===== config.mk =====
export PLATFORM = sky130hd
export DESIGN_NAME = sum_accumulator
export DESIGN_NICKNAME = d
export VERILOG_FILES = /design/src/rtl/sum_accumulator_pkg.sv /design/src/rtl/acc_adder.sv /design/src/rtl/sum_accumulator.sv
export SDC_FILE = /design/constraint.sdc
export NUM_CORES = 1
export LEC_CHECK = 0
export BUFFER_PORTS_ARGS = -buffer_cell sky130_fd_sc_hd__buf_2
export CAP_MARGIN = 20
export CORE_MARGIN = 2
export CORE_UTILIZATION = 29
export CTS_CLUSTER_DIAMETER = 80
export DETAILED_ROUTE_END_ITERATION = 8
export GPL_ROUTABILITY_DRIVEN = 1
export GPL_TIMING_DRIVEN = 0
export PLACE_DENSITY = 0.48
export SYNTH_ARGS = -nofsm -noshare
export SYNTH_HDL_FRONTEND = slang
export SYNTH_SLANG_ARGS = --single-unit

===== constraint.sdc =====
create_clock -name clk -period 3.75 [get_ports clk]
set_input_delay 0.1875 -clock clk [delete_from_list [all_inputs] [get_ports clk]]
set_output_delay 0.1875 -clock clk [all_outputs]
set_load 0.01 [all_outputs]

===== src/rtl/sum_accumulator_pkg.sv =====
// Shared definitions for the sum accumulator: FSM state encoding and
// the width of the incoming partial sums.
package sum_accumulator_pkg;
  localparam int SUM_W = 3;

  typedef enum logic [1:0] {
    IDLE  = 2'b00,
    ACCUM = 2'b01,
    DONE  = 2'b10
  } state_e;
endpackage


===== src/rtl/acc_adder.sv =====
// Combinational W-bit adder with carry out; the carry feeds the overflow flag.
module acc_adder #(
  parameter int W = 8
) (
  input  logic [W-1:0] a,
  input  logic [W-1:0] b,
  output logic [W-1:0] sum,
  output logic         cout
);
  assign {cout, sum} = {1'b0, a} + {1'b0, b};
endmodule


===== src/rtl/sum_accumulator.sv =====
// Accumulates COUNT 3-bit sums per batch into an ACC_W-bit total with a
// sticky overflow flag, then presents the result under a valid/ready handshake.
module sum_accumulator
  import sum_accumulator_pkg::*;
#(
  parameter int COUNT = 4,
  parameter int ACC_W = 8
) (
  input  logic             clk,
  input  logic             rst,
  input  logic             start,
  input  logic             in_valid,
  input  logic [SUM_W-1:0] in_sum,
  output logic             in_ready,
  output logic             out_valid,
  input  logic             out_ready,
  output logic [ACC_W-1:0] out_total,
  output logic             out_ovf,
  output logic             busy
);
  localparam int CNT_W = $clog2(COUNT + 1);
  localparam logic [CNT_W-1:0] LAST = CNT_W'(COUNT);

  state_e           r_state, w_next;
  logic [CNT_W-1:0] r_cnt;
  logic [CNT_W-1:0] w_cnt_inc;
  logic [ACC_W-1:0] r_acc;
  logic [ACC_W-1:0] w_sum;
  logic [ACC_W-1:0] w_in_ext;
  logic             r_ovf;
  logic             w_cout;
  logic             w_accept;
  logic             w_last;

  assign w_in_ext  = ACC_W'(in_sum);
  assign w_accept  = in_valid && (r_state == ACCUM);
  assign w_cnt_inc = r_cnt + CNT_W'(1);
  assign w_last    = (w_cnt_inc == LAST);

  acc_adder #(.W(ACC_W)) u_add (
    .a    (r_acc),
    .b    (w_in_ext),
    .sum  (w_sum),
    .cout (w_cout)
  );

  always_ff @(posedge clk or posedge rst) begin
    if (rst) r_state <= IDLE;
    else     r_state <= w_next;
  end

  always_comb begin
    w_next = r_state;
    case (r_state)
      IDLE:    if (start) w_next = ACCUM;
      ACCUM:   if (w_accept && w_last) w_next = DONE;
      DONE:    if (out_ready) w_next = IDLE;
      default: w_next = IDLE;
    endcase
  end

  // The accumulator doubles as the result register, so IDLE keeps showing
  // the previous batch until a new start clears it.
  always_ff @(posedge clk or posedge rst) begin
    if (rst) begin
      r_acc <= '0;
      r_ovf <= 1'b0;
      r_cnt <= '0;
    end else if (r_state == IDLE && start) begin
      r_acc <= '0;
      r_ovf <= 1'b0;
      r_cnt <= '0;
    end else if (w_accept) begin
      r_acc <= w_sum;
      r_ovf <= r_ovf | w_cout;
      r_cnt <= w_cnt_inc;
    end
  end

  assign in_ready  = (r_state == ACCUM);
  assign out_valid = (r_state == DONE);
  assign busy      = (r_state != IDLE);
  assign out_total = r_acc;
  assign out_ovf   = r_ovf;
endmodule


### After elaboration in Yosys (flattened, before gate mapping)

Cells that the tools add are included.

* add/sub/neg operators: 2
* eq/ne operators: 6
* mux-type cells: 10
* bitwise gates (word level): 1
* reduce and logical (&&, ||, !) cells: 7

Operators by type and width (number)
* $mux W8: 2
* $add A8 B3 Y9: 1
* $mux W2: 3
* $mux W3: 2
* $pmux W2 S3: 1
* $ne A2 B1 Y1 const B: 2
* $reduce_bool A2 Y1: 2
* $add A3 B1 Y3 const B: 1
* $eq A3 B3 Y1 const B: 1
* $logic_and A1 B1 Y1: 3
* $reduce_and A3 Y1: 1
* $eq A2 B1 Y1 const B: 1
* $eq A2 B2 Y1 const B: 1
* $logic_not A2 Y1: 1
* $mux W1: 2
* $ne A2 B2 Y1 const B: 1
* $or A1 B1 Y1: 1

* flip-flop bits (word level): 14
* output and inout port bits: 12
* word-level logic and storage cells: 30

### Longest topological paths before layout

Gate-level depths: netlist of the first run.

* depth in word-level cells: 5
* mapped depth: 7
* gate-level depth less buffers: 7

### Cells and area by module

Synthesis of the first run repeated with hierarchy kept, for this count alone.

* cell total of the unflattened synthesis: 124
* area, all modules: 1186.1 um^2

Modules (own cells, without submodules)
* sum_accumulator: instances 1, cells each 82, area an instance 862.1 um^2, sequential area each 350.3 um^2
* acc_adder: instances 1, cells each 42, area an instance 324.1 um^2, sequential area each 0.0 um^2

### Least setup slack after synthesis of the first run

OpenSTA, ideal clock, no wires.

* kind: register to register
* from: register r_acc[0] (netlist: out_total[0])
* to: register r_acc[6] (netlist: out_total[6])
* library setup time: 132 ps
* data arrival time: 1564 ps
* path slack: 2055 ps
* stages on the path, launching flop included: 8
* cell sequence: dfrtp_1 > ha_1 > inv_1 > fa_1 > nand2b_1 > a211oi_2 > xnor2_1 > nor2_1

* cells in the longest elaborated chain, start to end: 3

RTL lines
* from (decl): line sum_accumulator.sv:27 `logic [ACC_W-1:0] r_acc;`
* from (signal assigned): line sum_accumulator.sv:74 `r_acc <= w_sum;`
* $add A8 B3 Y9: line acc_adder.sv:10 `assign {cout, sum} = {1'b0, a} + {1'b0, b};`
* $mux W8: line sum_accumulator.sv:73 `end else if (w_accept) begin`
* $mux W8: line sum_accumulator.sv:69 `end else if (r_state == IDLE && start) begin`

No other way between the ends. The select of a mux whose other input is x is not followed.
A chain may end at the register's enable or synchronous reset.

### Worst setup path in the final report of the first run

* from: register r_acc[0] (netlist: out_total[0])
* to: register r_acc[4] (netlist: out_total[4])

The elaborated chain is that of the path after synthesis.

==> out/metrics.yaml, run 1 <==
finalSetupTns_ps: 0
seq_power_share: 0.419
syn2layout_area_growth_pct: 21.19
clk_latency_ps: 270
path_class: "reg2reg"
synthDistinctLibCells: 27
start_kind: "register"
crit_fanout: 3
grt_antenna_before_repair: 0
via_per_inst: 4.709
postCtsSetupRepairBufs: 0
ir_worst_vdd_mv: 0.2893
wl_per_cell_microns: 12.34
clk_pin_slew_ps: 80
use_met2: 0.1684
hp-class: "in2reg"
combPwrFrac: 0.440
yosys-top-cells-area: "dfrtp_1, ha_1, nand2_1, inv_1, a32o_1"
end_kind: "register"
hpwl_mm: 1.207
slew_headroom: 0.6334
ctsLongestPathBuffers: 2
powerDensity_nw_per_um2: 621.6
htreeDepth: 1
track_usage: 0.1126
dr.first_iter.drc_count: 4
drive_above_1_share: 0.3093
cp.required_ps: 3910
core_sq_um: 2522
grt_util_met1: 0.1515
grt_pass1_wl_mm: 2.711
synth-seq-cells: 14
ios: 20
syn_area_sq_um: 779.5
place_congestion: 0.7050
drcViolationCount: 0
finalWirelength_mm: 1.567
grt_use_met3: 0.02326
die_area_sq_um: 3119
fin_skew_ps: 0.5017
p_sw_frac: 0.3988
portBuffers: 19
drv_slew: 0
hold_violations: 0
fmax_mhz: 559.3
clockRootBuffer: "clkbuf_4"
cap_violations: 0
p_leak_nw: 0.4794
postRouteAntennaNets: 0
outcome: "finished clean"
setup_viol: 0
num_vias: 598
n_fill_cell: 272
grt_max_degree: 15
die_h_microns: 55.85
cts_tree: "built"
yosysTopAreaCell: "dfrtp_1"
grt_pass1_vias: 580
rsz0062_at_grt: "no"
ys_warn_count: 0
syn_avg_cell_area_sq_um: 10.53
postLayoutCellArea_sq_um: 944.7
tightest_slew_ps: 549.3
cts.sinks: 14
syn_nets: 88
finalCritPeriodShare: 0.4768
arrival_ps: 1950
place_area_sq_um: 912.1
clkPwrFrac: 0.142
top_usage_layer: "met2"
floorplan.initialDensity: 0.3090
syn_inst: 74
period_minus_slack_ps: 1788
dr.pass1.iters: 2
p_sw_uw: 234.2
final_nets: 113
numCtsBuffers: 3
power.internal_uw: 353.0
antennaDiodeCount: 0
grt-ovfl-total: 0
synth_top_area_share: 0.4494
dieWidth_microns: 55.85
rows: 18
seq_area_frac_synth: 0.4494
-- layout make-up --
type / instances / area (sq um) / share of cell area
repair buffers: 20 / 105.1 / 0.1113
flip-flops and latches: 14 / 350.3 / 0.3709
inverters: 8 / 30.03 / 0.03179
multi-input cells: 52 / 399.1 / 0.4225
clock buffers: 3 / 22.52 / 0.02384
well taps: 30 / 37.54 / 0.03974
-- registers in the layout, summed over array words and instances (netlist names) --
register   count
r_cnt          3
out_total      8
r_state        2
out_ovf        1
-- routing by layer --
layer | share of wire | routed length (microns)
met1 | 0.50 | 788
met2 | 0.45 | 704
met3 | 0.037 | 58
met4 | 0.0096 | 15
met5 | 0 | 0
-- power by group through the flow --
stage / combinational [mW] / sequential (mW) / clock (mW)
after global placement: 0.257 / 0.249 / 0
after CTS: 0.265 / 0.246 / 0.0900
after floorplan: 0.170 / 0.254 / 0
final: 0.258 / 0.246 / 0.0831
after global routing: 0.296 / 0.255 / 0.0988
after detailed placement: 0.262 / 0.249 / 0
-- what timing repair did --
item / CTS / global route
gates resized for setup: 0 / 0
endpoints found under the hold margin: 14 / 0
hold buffers: 1 / 0
-- cells by family after synthesis --
| group | count (synthesis) | synth area share |
|---|---|---|
| fa+ha+maj | 6 | 0.1059 |
| compound gates | 14 | 0.1429 |
| simple gates | 28 | 0.2151 |
| xor+xnor | 2 | 0.02248 |
| mux | 2 | 0.02568 |
| buf+inv | 8 | 0.03852 |
| flops | 14 | 0.4494 |
-- cells in the final DEF, fill, tap and decap left out --
master / Yosys / final
nand3_1: 2 / 2
a21oi_1: 3 / 3
a31o_1: 1 / 1
nor2b_1: 1 / 1
a211oi_2: 1 / 1
a22o_1: 2 / 2
nand2b_1: 2 / 2
nand2_1: 10 / 10
nor2_2: 1 / 1
nor3b_2: 1 / 1
or3b_4: 1 / 1
buf_2: 0 / 19
dfrtp_1: 14 / 14
nand3_2: 1 / 1
clkbuf_4: 0 / 3
xnor2_1: 2 / 2
mux2i_1: 2 / 2
dlygate4sd3_1: 0 / 1
a32o_1: 2 / 2
a31oi_1: 1 / 1
o21ai_1: 3 / 3
fa_1: 1 / 1
a21oi_4: 1 / 1
nor2_1: 5 / 5
and2b_1: 1 / 1
inv_1: 8 / 8
or2_2: 1 / 1
nand3b_4: 1 / 1
ha_1: 5 / 5
and3b_1: 1 / 1
-- metrics by stage --
stage	hold slack, ps	power, mW	cells	util	setup WS, ps
6_report	188.5	0.5872	127	0.3745	1962
5_1_grt	189.4	0.6492	127	0.3745	1830
4_1_cts	180.0	0.6012	127	0.3745	1931
3_5_place_dp	266.9	0.5109	123	0.3616	1954
3_3_place_gp	275.9	0.5055	123	0.3616	1979
2_1_floorplan	76.72	0.4240	74	-	2055
-- final timing paths --
kind | cells after the start | end | slack (ps) | startpoint
max in group asynchronous | 3 | r_state[1]$_DFFE_PP0P_ | 2890 | rst
max reg2reg | 7 | out_total[4]$_DFFE_PP0P_ | 1960 | out_total[0]$_DFFE_PP0P_
min | 3 | r_state[1]$_DFFE_PP0P_ | 190 | out_ready
min in group asynchronous | 3 | out_total[0]$_DFFE_PP0P_ | 500 | rst
min reg2reg | 1 | r_cnt[0]$_DFFE_PP0P_ | 490 | r_cnt[0]$_DFFE_PP0P_
max | 7 | out_total[4]$_DFFE_PP0P_ | 1960 | out_total[0]$_DFFE_PP0P_
-- cells in the mapped netlist --
cell type / count
and3b_1: 1
a211oi_2: 1
nand3_1: 2
a21oi_1: 3
a31o_1: 1
inv_1: 8
nand2_1: 10
mux2i_1: 2
nor3b_2: 1
o21ai_1: 3
or3b_4: 1
fa_1: 1
nor2_1: 5
a32o_1: 2
dfrtp_1: 14
nor2_2: 1
xnor2_1: 2
nor2b_1: 1
ha_1: 5
or2_2: 1
nand2b_1: 2
nand3_2: 1
and2b_1: 1
a31oi_1: 1
nand3b_4: 1
a21oi_4: 1
a22o_1: 2
-- worst max-delay path: stages, from the launching register on --
cell	delay, ps
dfrtp_1	380
ha_1	180
inv_1	60
fa_1	390
nand2b_1	200
a21oi_1	240
nand2_1	110
mux2i_1	120
Note: power is estimated with default switching activity, not from simulation.
==> run 2, diff against run 1 <==
Settings changed: PLACE_DENSITY 0.48 to 0.5.
Clock period 3.75 ns to 1.58 ns, I/O delays scaled along.
==> run 2 against run 1 <==
Effect of this change:
- the run now ends with setup timing left
- core utilization rose by 3.2 points
- global-route usage rose by 0.092 points
- setup slack got worse by 2000 ps
==> out/metrics.yaml, run 2 (synthesis results as in run 1) <==
rows: 18
path_class: "reg2reg"
r2r_start: "out_total[0]$_DFFE_PP0P_"
num_vias: 613
end_kind: "register"
hold_violations: 0
final_nets: 117
start_kind: "register"
finalWirelength_mm: 1.560
dr.first_iter.drc_count: 5
antennaDiodeCount: 0
tightest_slew_ps: 549.0
violations: "setup timing"
fmax_mhz: 622.1
r2r_end: "out_total[6]$_DFFE_PP0P_"
hpwl_mm: 1.194
dr.pass1.iters: 4
ir_worst_vdd_mv: 0.6858
largest_reg_flops: 8
p_leak_nw: 0.5116
mostFrequentLayoutCells: "buf_2, dfrtp_1, nand2_1"
dieWidth_microns: 55.85
final_common_cell: "buf_2"
grt-ovfl-total: 0
die_area_sq_um: 3119
hp-class: "in2reg"
grt_max_degree: 15
grt_pass1_vias: 599
rsz0062_at_grt: "yes"
place_area_sq_um: 928.4
slew_headroom: 0.6336
htreeDepth: 1
place_congestion: 0.6758
outcome: "finished, violations left"
crit_end: "out_total[6]$_DFFE_PP0P_"
critPathLaunch: "out_total[0]$_DFFE_PP0P_"
core_sq_um: 2522
r2r_cells: 7
clk_pin_slew_ps: 90
postRouteAntennaNets: 0
pre_cts_ws_ps: -80.09
ctsLongestPathBuffers: 2
postLayoutCellArea_sq_um: 1025
cts.sinks: 14
drv_slew: 0
track_usage: 0.1135
fin_util: 0.4063
setup_viol: 1
die_h_microns: 55.85
grt_pass1_wl_mm: 2.773
cts_tree: "built"
numCtsBuffers: 3
finalWorstSetupSlack_ps: -27.58
clockRootBuffer: "clkbuf_4"
wl_per_cell_microns: 11.82
period_minus_slack_ps: 1608
dp_cells: 123
arrival_ps: 1770
grt_antenna_before_repair: 0
cp.required_ps: 1740
portBuffers: 19
finalCritPeriodShare: 1.017
powerDensity_nw_per_um2: 1535
drcViolationCount: 0
ios: 20
stdcell_count: 132
syn2layout_area_growth_pct: 31.46
drive_above_1_share: 0.4020
crit_fanout: 3
fin_skew_ps: 1.327
cap_violations: 0
floorplan.initialDensity: 0.3090
via_per_inst: 4.644
clk_latency_ps: 280
p_total_mw: 1.573
rrSetupSlack_ps: -30
[run 2: cell types whose count changed in the layout (fill, tap and decap cells not counted), sizes merged]
cell,previous run,this run
buf,19,23
clkbuf,3,4
[run 2: worst min path at each step]
stage                                           to  depth (start not counted)      start
after floorplan                out_ovf$_DFFE_PP0P_                          1        rst
final                       r_state[1]$_DFFE_PP0P_                          3  out_ready
after CTS                   r_state[1]$_DFFE_PP0P_                          3  out_ready
after global placement    out_total[0]$_DFFE_PP0P_                          2        rst
after global routing        r_state[1]$_DFFE_PP0P_                          3  out_ready
after detailed placement  out_total[0]$_DFFE_PP0P_                          2        rst
[run 2: layout make-up]
cell class | instances | area, sq um
timing repair buffer | 24 | 135.1
fill | 262 | 1498
multi-input combinational | 52 | 435.4
tap | 30 | 37.54
inverter | 8 | 30.03
clock buffer | 4 | 36.28
sequential | 14 | 350.3
[run 2: timing repair]
item | in CTS | in global routing
setup endpoints to repair | 3 | 4
hold buffers | 1 | 0
pin swaps | 1 | 3
buffers inserted | 2 | 2
endpoints found under the hold margin | 14 | 0
gates resized for setup | 2 | 1
cloned | 0 | 0
[run 2: report_power, final]
group / switching (mW) / internal, mW / total (mW)
sequential: 0.121 / 0.468 / 0.589
combinational: 0.357 / 0.365 / 0.722
clock: 0.121 / 0.140 / 0.261
[run 2: critical path, stage by stage, from the launching register on]
cell	delay [ps]
dfrtp_1	360
ha_2	190
inv_2	40
fa_2	330
nand2b_4	170
a211oi_2	200
xnor2_1	140
nor2_1	50
[run 2: per-layer routing]
layer,up-vias,track usage,wire length [microns]
met5,-,0,0
met4,0,0.06122,18
met3,4,0.03256,75
met2,12,0.1633,691
met1,290,0.1527,775
li1,307,-,-
[run 2: metrics by stage]
stage	hold slack (ps)	TNS, ps
2_1_floorplan	-31.78	-22.08
6_report	78.39	-27.58
3_3_place_gp	171.8	-75.61
5_1_grt	93.11	-204.3
4_1_cts	63.28	-37.09
3_5_place_dp	161.1	-145.6
==> run 3, diff against run 2 <==
Settings changed: SKIP_CTS_REPAIR_TIMING set to 1.
==> run 3 against run 2 <==
Effect of this change:
- combinational power decreased by 2%
- register-to-register slack is essentially flat
- critical endpoint unchanged
- the flow still finishes with violations (setup timing)
- cell count fell by 0.76%
- largest power group unchanged
- setup slack gained 3.3 ps
==> out/metrics.yaml, run 3 (synthesis results as in run 1) <==
outcome: "finished, violations left"
violations: "setup timing"
hold_start: "out_ready"
cap_violations: 0
fin_skew_ps: 2.144
clockRootBuffer: "clkbuf_4"
grt_pass1_wl_mm: 2.753
drive_above_1_share: 0.3960
r2r_start: "out_total[0]$_DFFE_PP0P_"
via_per_inst: 4.634
n_fill_cell: 265
cts_tree: "built"
floorplan.initialDensity: 0.3090
ios: 20
p_leak_nw: 0.5078
end_kind: "register"
powerDensity_nw_per_um2: 1533
final_common_cell: "buf_2"
clk_pin_slew_ps: 90
slew_headroom: 0.6367
cts.sinks: 14
track_usage: 0.1125
period_minus_slack_ps: 1604
portBuffers: 19
critPathLaunch: "out_total[0]$_DFFE_PP0P_"
setup_viol: 1
postRouteAntennaNets: 0
core_sq_um: 2522
final_nets: 116
numCtsBuffers: 3
rsz0062_at_grt: "yes"
finalWorstSetupSlack_ps: -24.28
wl_per_cell_microns: 11.85
pre_cts_ws_ps: -80.09
drcViolationCount: 0
grt_antenna_before_repair: 0
stdcell_count: 131
dr.pass1.iters: 4
r2r_end: "out_total[6]$_DFFE_PP0P_"
htreeDepth: 1
hp-class: "in2reg"
drv_slew: 0
die_area_sq_um: 3119
ir_worst_vdd_mv: 0.6379
dieWidth_microns: 55.85
finalCritPeriodShare: 1.015
dr.first_iter.drc_count: 7
r2r_cells: 7
finalWirelength_mm: 1.553
crit_fanout: 3
ctsLongestPathBuffers: 2
grt_pass1_vias: 593
path_class: "reg2reg"
place_congestion: 0.6758
mostFrequentLayoutCells: "buf_2, dfrtp_1, nand2_1"
largest_reg_flops: 8
antennaDiodeCount: 0
cp.required_ps: 1740
holdPathStages: 3
rrSetupSlack_ps: -20
hpwl_mm: 1.194
tightest_slew_ps: 544.4
finalSetupTns_ps: -24.28
grt-ovfl-total: 0
clk_latency_ps: 280
die_h_microns: 55.85
dp_cells: 123
rows: 18
crit_end: "out_total[6]$_DFFE_PP0P_"
syn2layout_area_growth_pct: 30.50
arrival_ps: 1770
hold_violations: 0
num_vias: 607
grt_max_degree: 15
start_kind: "register"
fmax_mhz: 623.3
## run 3: cell types whose count changed in the layout (fill, tap and decap cells not counted), sizes merged
| cell | delta |
|---|---|
| buf | -1 |
## run 3: final cells by class
| type | instances | area [sq um] | share of cell area |
|---|---|---|---|
| tap | 30 | 37.54 | 0.03690 |
| inverter | 8 | 30.03 | 0.02952 |
| clock buffer | 4 | 36.28 | 0.03567 |
| multi-input combinational | 52 | 435.4 | 0.4280 |
| timing repair buffer | 23 | 127.6 | 0.1255 |
| sequential | 14 | 350.3 | 0.3444 |
## run 3: worst max-delay path, stage by stage (launching register included)
cell	delay (ps)
dfrtp_1	360
ha_2	190
inv_2	40
fa_2	330
nand2b_4	170
a211oi_2	200
xnor2_1	140
nor2_1	50
## run 3: how the worst min path moves through the flow
stage	to
final	r_state[1]$_DFFE_PP0P_
after floorplan	out_ovf$_DFFE_PP0P_
after CTS	out_total[0]$_DFFE_PP0P_
after detailed placement	out_total[0]$_DFFE_PP0P_
after global placement	out_total[0]$_DFFE_PP0P_
after global routing	r_state[1]$_DFFE_PP0P_
## run 3: report_power, final
| part | leakage (nW) | total (mW) | internal, mW | switching [mW] |
|---|---|---|---|---|
| registers | 0.183 | 0.590 | 0.468 | 0.122 |
| logic | 0.304 | 0.706 | 0.352 | 0.354 |
| clock network | 0.0210 | 0.263 | 0.140 | 0.123 |
## run 3: per-layer routing
metal / part of all wire / track usage / vias to the layer above
li1: - / - / 304
met1: 0.50 / 0.1499 / 291
met2: 0.45 / 0.1633 / 10
met3: 0.042 / 0.03256 / 2
met4: 0.0064 / 0.06122 / 0
met5: 0 / 0 / -
## run 3: per-stage QoR
step                area, sq um    util  hold WS (ps)  power [mW]
floorplan                 795.8       -        -31.78       1.035
global route               1017  0.4033         93.69       1.698
CTS                       964.7  0.3824        -153.1       1.515
detailed placement        928.4  0.3681         161.1       1.240
global placement          928.4  0.3681         171.8       1.227
finish                     1017  0.4033         78.95       1.559
